<file path="config.mk">
export PLATFORM = sky130hd
export DESIGN_NAME = cheby_inverse_solver
export DESIGN_NICKNAME = d
export VERILOG_FILES = /design/src/rtl/cheby_inverse_solver.sv
export SDC_FILE = /design/constraint.sdc
export NUM_CORES = 1
export LEC_CHECK = 0
export BUFFER_PORTS_ARGS = -buffer_cell sky130_fd_sc_hd__buf_4
export CORE_MARGIN = 2
export CORE_UTILIZATION = 60
export DETAILED_ROUTE_END_ITERATION = 6
export GPL_ROUTABILITY_DRIVEN = 0
export PLACE_DENSITY = 0.9
export SYNTH_ARGS = -nofsm -noshare
export SYNTH_HDL_FRONTEND = slang
export SYNTH_SLANG_ARGS = --single-unit
</file>
<file path="constraint.sdc">
create_clock -name clock -period 12.9 [get_ports clock]
set_input_delay 1.29 -clock clock [delete_from_list [all_inputs] [get_ports clock]]
set_output_delay 1.29 -clock clock [all_outputs]
set_load 0.005 [all_outputs]
</file>
<file path="src/rtl/cheby_inverse_solver.sv">
`default_nettype none
// ============================================================================
// Module   : cheby_inverse_solver
// Brief    : Inverts a monotone forward evaluator over [-6.0, 6.0) by binary
//            search, driving the probe abscissa and sampling its latent result.
// Revision : 1.0 - initial release
// ============================================================================
module cheby_inverse_solver #(
    parameter int LAT  = 4,
    parameter int FRAC = 12
) (
    input  logic               clock,
    input  logic               rst,
    input  logic               start,
    input  logic signed [17:0] target,
    output logic signed [17:0] x_probe,
    input  logic signed [17:0] y_probe,
    output logic               busy,
    output logic               done,
    output logic signed [17:0] x_out,
    output logic               sat_lo,
    output logic               sat_hi
);

    localparam int                 C_WW         = (LAT < 1) ? 1 : $clog2(LAT + 1);
    localparam logic [C_WW-1:0]    C_WAIT_LAST  = C_WW'(LAT);
    localparam logic signed [17:0] C_XMIN       = 18'(-6 * (1 << FRAC));
    localparam logic signed [17:0] C_XMAX       = 18'(6 * (1 << FRAC) - 1);
    localparam logic [4:0]         C_MAX_PROBES = 5'd16;

    typedef enum logic [2:0] {
        ST_IDLE     = 3'd0,
        ST_PROBE_HI = 3'd1,
        ST_PROBE_LO = 3'd2,
        ST_SEARCH   = 3'd3,
        ST_DONE     = 3'd4
    } state_t;

    state_t             r_state, w_state;
    logic signed [17:0] r_target, w_target;
    logic signed [17:0] r_lo, w_lo;
    logic signed [17:0] r_hi, w_hi;
    logic signed [17:0] r_x_probe, w_x_probe;
    logic signed [17:0] r_x_out, w_x_out;
    logic [C_WW-1:0]    r_wcnt, w_wcnt;
    logic [4:0]         r_iter, w_iter;
    logic               r_sat_lo, w_sat_lo;
    logic               r_sat_hi, w_sat_hi;

    logic               w_wait_end;
    logic signed [17:0] w_upd_lo;
    logic signed [17:0] w_upd_hi;
    logic [4:0]         w_iter_inc;

    // Floor of the midpoint: 19-bit sum so lo+hi never wraps, then arithmetic shift.
    function automatic logic signed [17:0] f_mid(input logic signed [17:0] a,
                                                 input logic signed [17:0] b);
        logic signed [18:0] s;
        s = 19'(a) + 19'(b);
        return 18'(s >>> 1);
    endfunction

    assign w_wait_end = (r_wcnt == C_WAIT_LAST);
    assign w_iter_inc = r_iter + 5'd1;

    // While in SEARCH the held probe value is the current midpoint.
    assign w_upd_lo = (y_probe < r_target) ? (r_x_probe + 18'sd1) : r_lo;
    assign w_upd_hi = (y_probe < r_target) ? r_hi : r_x_probe;

    always_comb begin
        w_state   = r_state;
        w_target  = r_target;
        w_lo      = r_lo;
        w_hi      = r_hi;
        w_x_probe = r_x_probe;
        w_x_out   = r_x_out;
        w_wcnt    = r_wcnt;
        w_iter    = r_iter;
        w_sat_lo  = r_sat_lo;
        w_sat_hi  = r_sat_hi;
        busy      = 1'b0;
        done      = 1'b0;

        case (r_state)
            ST_IDLE: begin
                if (start) begin
                    w_target  = target;
                    w_lo      = C_XMIN;
                    w_hi      = C_XMAX;
                    w_x_probe = C_XMAX;
                    w_wcnt    = '0;
                    w_iter    = '0;
                    w_sat_lo  = 1'b0;
                    w_sat_hi  = 1'b0;
                    w_state   = ST_PROBE_HI;
                end
            end

            ST_PROBE_HI: begin
                busy = 1'b1;
                if (!w_wait_end) begin
                    w_wcnt = r_wcnt + 1'b1;
                end else if (y_probe < r_target) begin
                    w_x_out  = C_XMAX;
                    w_sat_hi = 1'b1;
                    w_state  = ST_DONE;
                end else begin
                    w_x_probe = C_XMIN;
                    w_wcnt    = '0;
                    w_state   = ST_PROBE_LO;
                end
            end

            ST_PROBE_LO: begin
                busy = 1'b1;
                if (!w_wait_end) begin
                    w_wcnt = r_wcnt + 1'b1;
                end else if (y_probe > r_target) begin
                    w_x_out  = C_XMIN;
                    w_sat_lo = 1'b1;
                    w_state  = ST_DONE;
                end else if (r_lo == r_hi) begin
                    w_x_out = r_lo;
                    w_state = ST_DONE;
                end else begin
                    w_x_probe = f_mid(r_lo, r_hi);
                    w_wcnt    = '0;
                    w_iter    = '0;
                    w_state   = ST_SEARCH;
                end
            end

            ST_SEARCH: begin
                busy = 1'b1;
                if (!w_wait_end) begin
                    w_wcnt = r_wcnt + 1'b1;
                end else begin
                    w_lo   = w_upd_lo;
                    w_hi   = w_upd_hi;
                    w_iter = w_iter_inc;
                    if ((w_upd_lo == w_upd_hi) || (w_iter_inc >= C_MAX_PROBES)) begin
                        w_x_out = w_upd_lo;
                        w_state = ST_DONE;
                    end else begin
                        w_x_probe = f_mid(w_upd_lo, w_upd_hi);
                        w_wcnt    = '0;
                    end
                end
            end

            ST_DONE: begin
                done    = 1'b1;
                w_state = ST_IDLE;
            end

            default: begin
                w_state = ST_IDLE;
            end
        endcase
    end

    always_ff @(posedge clock or negedge rst) begin
        if (!rst) begin
            r_state   <= ST_IDLE;
            r_target  <= '0;
            r_lo      <= '0;
            r_hi      <= '0;
            r_x_probe <= '0;
            r_x_out   <= '0;
            r_wcnt    <= '0;
            r_iter    <= '0;
            r_sat_lo  <= 1'b0;
            r_sat_hi  <= 1'b0;
        end else begin
            r_state   <= w_state;
            r_target  <= w_target;
            r_lo      <= w_lo;
            r_hi      <= w_hi;
            r_x_probe <= w_x_probe;
            r_x_out   <= w_x_out;
            r_wcnt    <= w_wcnt;
            r_iter    <= w_iter;
            r_sat_lo  <= w_sat_lo;
            r_sat_hi  <= w_sat_hi;
        end
    end

    assign x_probe = r_x_probe;
    assign x_out   = r_x_out;
    assign sat_lo  = r_sat_lo;
    assign sat_hi  = r_sat_hi;

endmodule
`default_nettype wire

</file>
* After elaboration in Yosys (flattened, before gate mapping) *
Index checks and enable logic that the tools add are counted.

storage, ports and cells
  flip-flop bits (word level) = 103
  output and inout bits = 40
  word-level logic and storage cells = 116
  input bits = 39

operators by class
  order comparisons = 3
  reduce and logical (&&, ||, !) cells = 18
  eq/ne operators = 23
  mux-type cells = 57
  add/subtract/negate cells = 5

operators by type and width
  operator               number
  $mux 18                20
  $pmux 18 s2            2
  $pmux 18 s4            1
  $pmux 18 s3            1
  $mux 3                 16
  $add 18x18->19         2
  $eq 18x18->1           2
  $mux 5                 5
  $pmux 3 s4             2
  $ne 2x2->1 const B     11
  $add 18x2->18 const B  1
  $gt 18x18->1           1
  $lt 18x18->1           1
  $ne 3x3->1 const B     5
  $pmux 5 s3             1
  $reduce_and 6->1       2
  $reduce_and 9->1       1
  $reduce_and 4->1       2
  $mux 1                 7
  $reduce_and 7->1       1
  $eq 3x2->1 const B     2
  $eq 3x3->1 const B     2
  $reduce_bool 2->1      3
  $reduce_bool 3->1      2
  12 further kinds       13

* Longest topological paths before layout *
Gate-level depths: netlist of run 1.

  word-level depth = 7
  depth in mapped cells = 20
  mapped depth without buffers = 19

* Worst setup path before layout of run 1 *
No wires, ideal clock.

  kind = in2reg
  start = input port y_probe[3]
  end = register r_x_out[10] (netlist: x_out[10])
  arrival = 5.340 ns
  slack = 7.435 ns
  data required time = 12.775 ns
  stages on the path = 16
  buffers on the path = 2
  library setup time = 0.125 ns
  cells stage by stage = ha_1 a211oi_1 o21ai_1 o31ai_4 a21oi_2 a31oi_4 buf_2 mux2_2 ha_1 or4_1 o21ai_0 or2_2 nand3_1 a211oi_4 buf_6 mux2_4

on the way
  longest elaborated chain between the ends = 6
  elaborated cells between the ends (all ways) = 15

RTL lines
  item                               line         source
  start, declared                    17           input logic signed [17:0] y_probe,
  $lt 18x18->1                       67, 68, 103
  $mux 18 (on tied branches)         67, 68
  $eq 18x18->1                       141          if ((w_upd_lo == w_upd_hi) || (w_iter_inc >= C_MAX_PROBES)) begin
  $logic_or 1x1->1                   141
  $ne 2x2->1 (no source line)        n/a
  $reduce_and 7->1 (no source line)  n/a
  end signal, assigned               180          r_x_out <= w_x_out;
  end, declared                      44           logic signed [17:0] r_x_out, w_x_out;

Several ways; a longest one is shown, not always the timed one. The select of a mux whose other input is x is not followed.
A chain may end at the register's enable or synchronous reset.

* Worst setup path after layout of run 1 *
  start = input port y_probe[3]
  end = register r_x_out[1] (netlist: x_out[1])

Same word-level chain as after synthesis.

==> out/qor.csv, run 1 <==
stage,metric,value,unit
yosys,Mapped Cells,827,
setup_path,Worst Path Required,13.15,ns
route,final WL,20500,um
pwr,clock share of power,0.121,
route,DRC,0,
global_routing,initial antenna violation count,0,
route,total number of vias,6795,
global_routing,largest net degree at the start of global routing,58,
route,WL/cell,19.3,um
final_layout,NumNets Final,985,
setup_path,reg2reg start,r_target[3],
clock_tree,CTS Buf Count,9,
setup_path,path depth of the worst reg2reg path,18,
global_routing,first-pass GRT wire length,33200,um
min_path,worst min path class,reg2reg,
clock_tree,clock sink count,103,
sta,Total Neg Setup Slack,0,ns
route,vias per inst,6.39,
global_routing,vias in the first global route,6584,
clock_tree,Post-CTS Hold Buffers,0,
clock_tree,Clock Path Buffers,2,
floorplanning,effective utilization at floorplan,0.609,
sta,Final Hold Viols,0,
sta,clk_skew,0.00858,ns
yosys,sequential area share after synthesis,0.340,
floorplanning,die area,0.0136,sq mm
floorplanning,DIE WIDTH,116,um
sta,Fmax,159,MHz
clock_tree,post-CTS sizing,0,
sta,RSZ-0062 raised after global routing,no,
pwr,Pint,0.00133,W
min_path,hold worst-path end,sat_hi,
yosys,distinct cell type count after synthesis,70,
setup_path,worst-path fanout max,44,
global_routing,Tot GR Track Use,0.317,
route,number of iterations in the first detailed-routing pass,6,
status,status,"finished, final reports clean",
pwr,part of the power in registers,0.202,
flow_run,total of max-cap violations,0,
sta,final max-slew violation count,0,
clock_tree,CTS tree,done,
yosys,"EDFF count, synth",0,
pwr,switching power total,0.00118,W
final_layout,"commonest non-fill, non-tap cell in the layout",dfrtp_1,
sta,Slew headroom,0.136,
placement,PortBufs,78,
yosys,Post-Syn Area,0.00759,sq mm
yosys,Synth Flop Type,dfrtp_1,
min_path,Hold Path Stages,2,
yosys,synthesized area per cell,9.17,sq um
setup_path,"Arr. time, crit path",6.54,ns
pwr,Pwr Density,292,mW/mm^2
placement,Post-DP HPWL,14500,um
clock_tree,later-pin clock latency in the skew report,0.36,ns
floorplanning,row count,41,
sta,worst-margin pin slew,1.29,ns
yosys,"flops & latches, synth",103,
floorplanning,die height,116,um
clock_tree,Worst-path clk slew,0.07,ns
final_layout,layout cells sized above 1,0.178,
sta,post-route minimum period,6.29,ns
final_layout,most frequent cells in the layout,"dfrtp_1 (103), nand2_1 (84), buf_4 (83)",
route,Routed Antenna Nets,0,
clock_tree,H-Tree Depth,3,
floorplanning,core area,0.0125,sq mm
clock_tree,Root Buffer,clkbuf_16,
setup_path,crit start category,input pin,
min_path,worst hold start,sat_hi,
pwr,Sw Ratio,0.470,
final_layout,Antenna diodes,0,
pwr,maximum vdd drop,0.000183,V
yosys,Synth async-reset ratio,1.00,
setup_path,CP Capture Type,flop,
sta,Final setup viols,0,
pwr,final total power,0.00251,W
yosys,Ys Warns,0,
pwr,combinational share of power,0.677,
floorplanning,I/O Pins,79,
route,initial DRC count,846,
clock_tree,"Setup Fix Bufs, Post-CTS",0,
yosys,Synthesized Nets,926,
global_routing,total grt overflow,0,
pwr,P_leak,3.97,nW
setup_path,kind of critical path,in2reg,
setup_path,RR Endpoint,x_out[1],
sta,fin crit share,0.487,
setup_path,R2R setup slack,7.25,ns
final_layout,synthesis-to-finish area growth,13.3,%
[cell families (layout without fill, tap and decap cells)]
kind of cell	Yosys count	in the layout	share of synthesized area
AND/OR/NAND/NOR	228	228	0.142
multiplexers	71	71	0.109
adder cells (fa/ha/maj)	60	60	0.101
AO/OA/AOI/OAI	227	227	0.208
XOR/XNOR	43	43	0.0496
flip-flops	103	103	0.340
buffers and inverters	95	159	0.0515
[power groups by stage]
stage,Clock (W),Combinational (W),Sequential (W)
2_1_floorplan,0,0.00126,0.000479
3_3_place_gp,0,0.00161,0.000508
4_1_cts,0.000305,0.00166,0.000506
3_5_place_dp,0,0.00165,0.000510
5_1_grt,0.000317,0.00186,0.000519
6_report,0.000304,0.00170,0.000508
[layer usage]
metal	track usage	wire length [um]	up-vias
met5	0	0	-
met4	0.140	671	0
met3	0.0571	1700	70
met2	0.500	9550	364
met1	0.431	8590	3257
li1	-	-	3104
[Yosys cell counts, types with 5 or more instances]
library cell	count	area, sq um
dfrtp_1	103	2580
nand2_1	84	315
o21ai_0	62	310
inv_1	60	225
ha_1	58	726
nor2_1	54	203
a21oi_1	41	205
xnor2_1	30	263
mux2i_1	28	280
clkbuf_1	26	97.6
mux2_2	24	270
nand3_1	19	95.1
mux2_4	16	240
a21o_1	15	113
nor3_1	15	75.1
o22a_1	15	131
o22ai_1	14	87.6
xor2_1	13	114
nand4_1	12	75.1
o31ai_1	9	67.6
a211oi_1	8	60.1
nand2b_1	8	50.1
nor2b_1	7	43.8
nor4_1	7	43.8
o211ai_1	6	45.0
a22o_1	5	43.8
[stage by stage]
stage	utilization	setup slack (ns)	cell area [sq um]	std cells	hold slack [ns]
2_1_floorplan	-	7.44	7590	827	0.448
3_3_place_gp	0.663	6.56	8260	1047	0.465
3_5_place_dp	0.663	6.31	8260	1047	0.481
4_1_cts	0.689	6.68	8590	1063	0.498
5_1_grt	0.689	6.35	8590	1063	0.520
6_report	0.689	6.61	8590	1063	0.494
[registers in the layout (all words and copies together), names as in the netlist]
signal    flops
r_hi         18
r_lo         18
r_target     18
x_out        18
x_probe      18
r_iter        5
r_state       3
r_wcnt        3
sat_hi        1
sat_lo        1
[worst max-delay path: stages]
cell and delay [ns]:
buf_4 0.11, ha_1 0.29, a211oi_1 0.26, o21ai_1 0.14, o31ai_4 0.35, a21oi_2 0.13, a31oi_4 0.16, buf_4 0.52
mux2i_1 0.37, inv_1 0.08, ha_1 0.38, or4_1 0.53, o21ai_0 0.28, or2_2 0.20, nand3_1 0.12, a211oi_4 0.45
buf_4 0.42, mux2_2 0.38
[worst max-delay path by stage]
stage                     slack, ns  cells past startpoint   endpoint       start
after floorplan                7.44                     16  x_out[10]  y_probe[3]
after detailed placement       6.31                     18   x_out[1]  y_probe[3]
after global routing           6.35                     18   x_out[1]  y_probe[4]
after global placement         6.56                     17   x_out[0]  y_probe[3]
after CTS                      6.68                     18   x_out[1]  y_probe[3]
final                          6.61                     18   x_out[1]  y_probe[3]
[final cells by class]
| cell class | count | area (sq um) |
|---|---|---|
| flip-flops and latches | 103 | 2580 |
| fillers | 942 | 3870 |
| inverters | 60 | 225 |
| multi-input cells | 629 | 4620 |
| repair buffers | 83 | 623 |
| clock inverters | 5 | 80.1 |
| well taps | 172 | 215 |
| clock buffers | 11 | 253 |
Power figures use the tool's default switching activity.
==> run 2: changes to the inputs <==
--- a/config.mk
+++ b/config.mk
@@ -7,10 +7,10 @@
 export LEC_CHECK = 0
 export BUFFER_PORTS_ARGS = -buffer_cell sky130_fd_sc_hd__buf_4
 export CORE_MARGIN = 2
-export CORE_UTILIZATION = 60
+export CORE_UTILIZATION = 54
 export DETAILED_ROUTE_END_ITERATION = 6
 export GPL_ROUTABILITY_DRIVEN = 0
-export PLACE_DENSITY = 0.9
+export PLACE_DENSITY = 0.86
 export SYNTH_ARGS = -nofsm -noshare
 export SYNTH_HDL_FRONTEND = slang
 export SYNTH_SLANG_ARGS = --single-unit
==> constraint.sdc (replaced) <==
create_clock -name clock -period 5.2 [get_ports clock]
set_input_delay 0.52 -clock clock [delete_from_list [all_inputs] [get_ports clock]]
set_output_delay 0.52 -clock clock [all_outputs]
set_load 0.005 [all_outputs]
==> run 2 against run 1 <==
Effect of this change: combinational power increased to 2.6 times the previous value; critical path depth is 2 higher; sequential share of layout area decreased by 0.41 points; power rose to 2.5 times the previous value; register-to-register slack got worse by 7.0 ns; routed wire length is 0.81% lower; via count fell by 0.44%; first-iteration DRC count down 9.6%; hold slack got worse by 0.23 ns; utilization is 5.9 points lower; cell count rose by 2.0%; critical path type is now reg2reg; critical endpoint is now x_probe[16].
==> out/qor.csv, run 2 (same netlist as run 1, synthesis figures left out) <==
stage,metric,value,unit,change
floorplanning,I/O Pins,79,,unchanged
global_routing,initial antenna violation count,0,,unchanged
placement,PortBufs,78,,unchanged
setup_path,"Arr. time, crit path",5.17,ns,-1.37 ns
final_layout,Layout fillers,1079,,+15%
route,initial DRC count,765,,-9.6%
global_routing,first-pass GRT wire length,33000,um,-0.64%
clock_tree,Root Buffer,clkbuf_16,,
global_routing,total grt overflow,0,,unchanged
setup_path,worst-path fanout max,34,,-23%
route,Routed Antenna Nets,0,,unchanged
setup_path,crit start category,flop,,
sta,Final setup viols,0,,unchanged
setup_path,CP Capture Type,flop,,
sta,worst-margin pin slew,1.26,ns,-0.0346 ns
sta,post-route minimum period,4.93,ns,
clock_tree,later-pin clock latency in the skew report,0.36,ns,about the same
route,vias per inst,6.24,,-2.4%
setup_path,kind of critical path,reg2reg,,
global_routing,Tot GR Track Use,0.283,,-0.0347
global_routing,vias in the first global route,6495,,-1.4%
sta,fin crit share,0.948,,
setup_path,"Largest delay share family, worst path",compound AO/OA/AOI/OAI gates,,
route,DRC,0,,unchanged
clock_tree,Worst-path clk slew,0.07,ns,about the same
pwr,Pwr Density,730,mW/mm^2,+150%
floorplanning,row count,43,,+4.9%
final_layout,layout cells sized above 1,0.189,,+0.0107
sta,final max-slew violation count,0,,unchanged
sta,Fmax,203,MHz,
clock_tree,CTS tree,done,,
sta,hold slack,0.264,ns,-0.230 ns
setup_path,CP cell instances,inv_1 > ha_1 > a211oi_1 > o21ai_1 > o31ai_4 > a21oi_2 > a31oi_4 > buf_12 > buf_4 > mux2i_1 > inv_1 > ha_1 > a21oi_1 > o211ai_1 > a41o_1 > a31o_2 > nand3_1 > mux2i_1 > a221o_1 > mux2_4,,
flow_run,total of max-cap violations,0,,unchanged
sta,Total Neg Setup Slack,0,ns,unchanged
final_layout,NumNets Final,999,,+1.4%
route,final WL,20300,um,-0.81%
placement,Post-DP HPWL,14500,um,about the same
clock_tree,clock sink count,103,,unchanged
setup_path,Worst Path Required,5.44,ns,-7.71 ns
final_layout,area of the multi-input gates,0.00463,sq mm,+0.14%
global_routing,largest net degree at the start of global routing,66,,+14%
floorplanning,core area,0.0138,sq mm,+11%
route,number of iterations in the first detailed-routing pass,6,,unchanged
sta,Slew headroom,0.159,,+0.0232
placement,DP Area,0.00839,sq mm,+1.5%
sta,RSZ-0062 raised after global routing,no,,
final_layout,FF/Latch Area,0.00258,sq mm,unchanged
clock_tree,CTS Buf Count,9,,unchanged
setup_path,crit-path max cell delay,0.39,ns,-0.14 ns
floorplanning,DIE WIDTH,123,um,+5.2%
pwr,maximum vdd drop,0.000385,V,+110%
setup_path,CP max-delay cell,ha_1,,
final_layout,most frequent cells in the layout,"dfrtp_1 (103), buf_4 (95), nand2_1 (84)",,
final_layout,synthesis-to-finish area growth,14.9,%,
sta,Final Hold Viols,0,,unchanged
sta,clk_skew,0.00560,ns,-0.00298 ns
floorplanning,die area,0.0150,sq mm,+11%
pwr,final total power,0.00636,W,+150%
min_path,worst min path class,in2async,,
clock_tree,Clock Path Buffers,2,,unchanged
setup_path,crit path buf inv count,4,,unchanged
floorplanning,effective utilization at floorplan,0.549,,-0.0599
final_layout,Final Util,0.630,,-0.0593
route,WL/cell,18.8,um,-2.7%
floorplanning,die height,123,um,+5.2%
final_layout,"commonest non-fill, non-tap cell in the layout",dfrtp_1,,
route,total number of vias,6765,,-0.44%
final_layout,design area,0.00871,sq mm,+1.4%
pwr,P_leak,4.03,nW,+1.6%
status,status,"finished, final reports clean",,
final_layout,Antenna diodes,0,,unchanged
clock_tree,H-Tree Depth,3,,unchanged
run 2: through the flow:
step	worst slack [ns]	instances
after floorplan	0.505	827
after global placement	0.192	1069
after detailed placement	0.0676	1069
after CTS	0.322	1084
after global routing	0.00917	1084
final	0.269	1084
run 2: final timing paths:
kind | from | endpoint | slack [ns] | depth (start not counted)
min | rst | r_iter[1] | 0.26 | 1
max | r_target[3] | x_probe[16] | 0.27 | 20
max in group asynchronous | rst | r_hi[10] | 3.90 | 2
max reg2reg | r_target[3] | x_probe[16] | 0.27 | 20
min in group clock | target[11] | r_target[11] | 0.36 | 3
min reg2reg | x_out[16] | x_out[16] | 0.49 | 1
run 2: worst register-to-register path: cells and delay by family (launching register included):
kind                     cells  cell delay [ns]
adder cells (fa/ha/maj)      2             0.63
multiplexers                 3             0.64
AND/OR/NAND/NOR              1             0.08
flip-flops                   1             0.36
AO/OA/AOI/OAI               10             2.45
buffers and inverters        4             0.64
run 2: layout make-up:
type,count,area share
clock buffer,12,0.0283
clock inverter,3,0.00775
inverter,60,0.0258
multi-input combinational,629,0.531
sequential,103,0.296
tap,180,0.0258
timing repair buffer,97,0.0854
run 2: metal layers:
metal | GRT usage | up-vias | wire length (um)
met3 | 0.0362 | 56 | 1490
li1 | - | 3133 | -
met4 | 0.121 | 0 | 668
met5 | 0 | - | 0
met1 | 0.386 | 3257 | 8720
met2 | 0.452 | 319 | 9460
run 2: repair_timing:
action | 4_1_cts | 5_1_grt
setup buffers | 0 | 0
endpoints found under the setup margin | 0 | 19
resized for setup | 0 | 3
hold buffers | 0 | 0
run 2: power breakdown:
part	internal [W]	total (W)	switching, W	leakage [nW]
Clock	0.000433	0.000731	0.000299	0.149
Combinational	0.00194	0.00437	0.00243	2.65
Sequential	0.00102	0.00126	0.000240	1.23
Total	0.00340	0.00636	0.00296	4.03
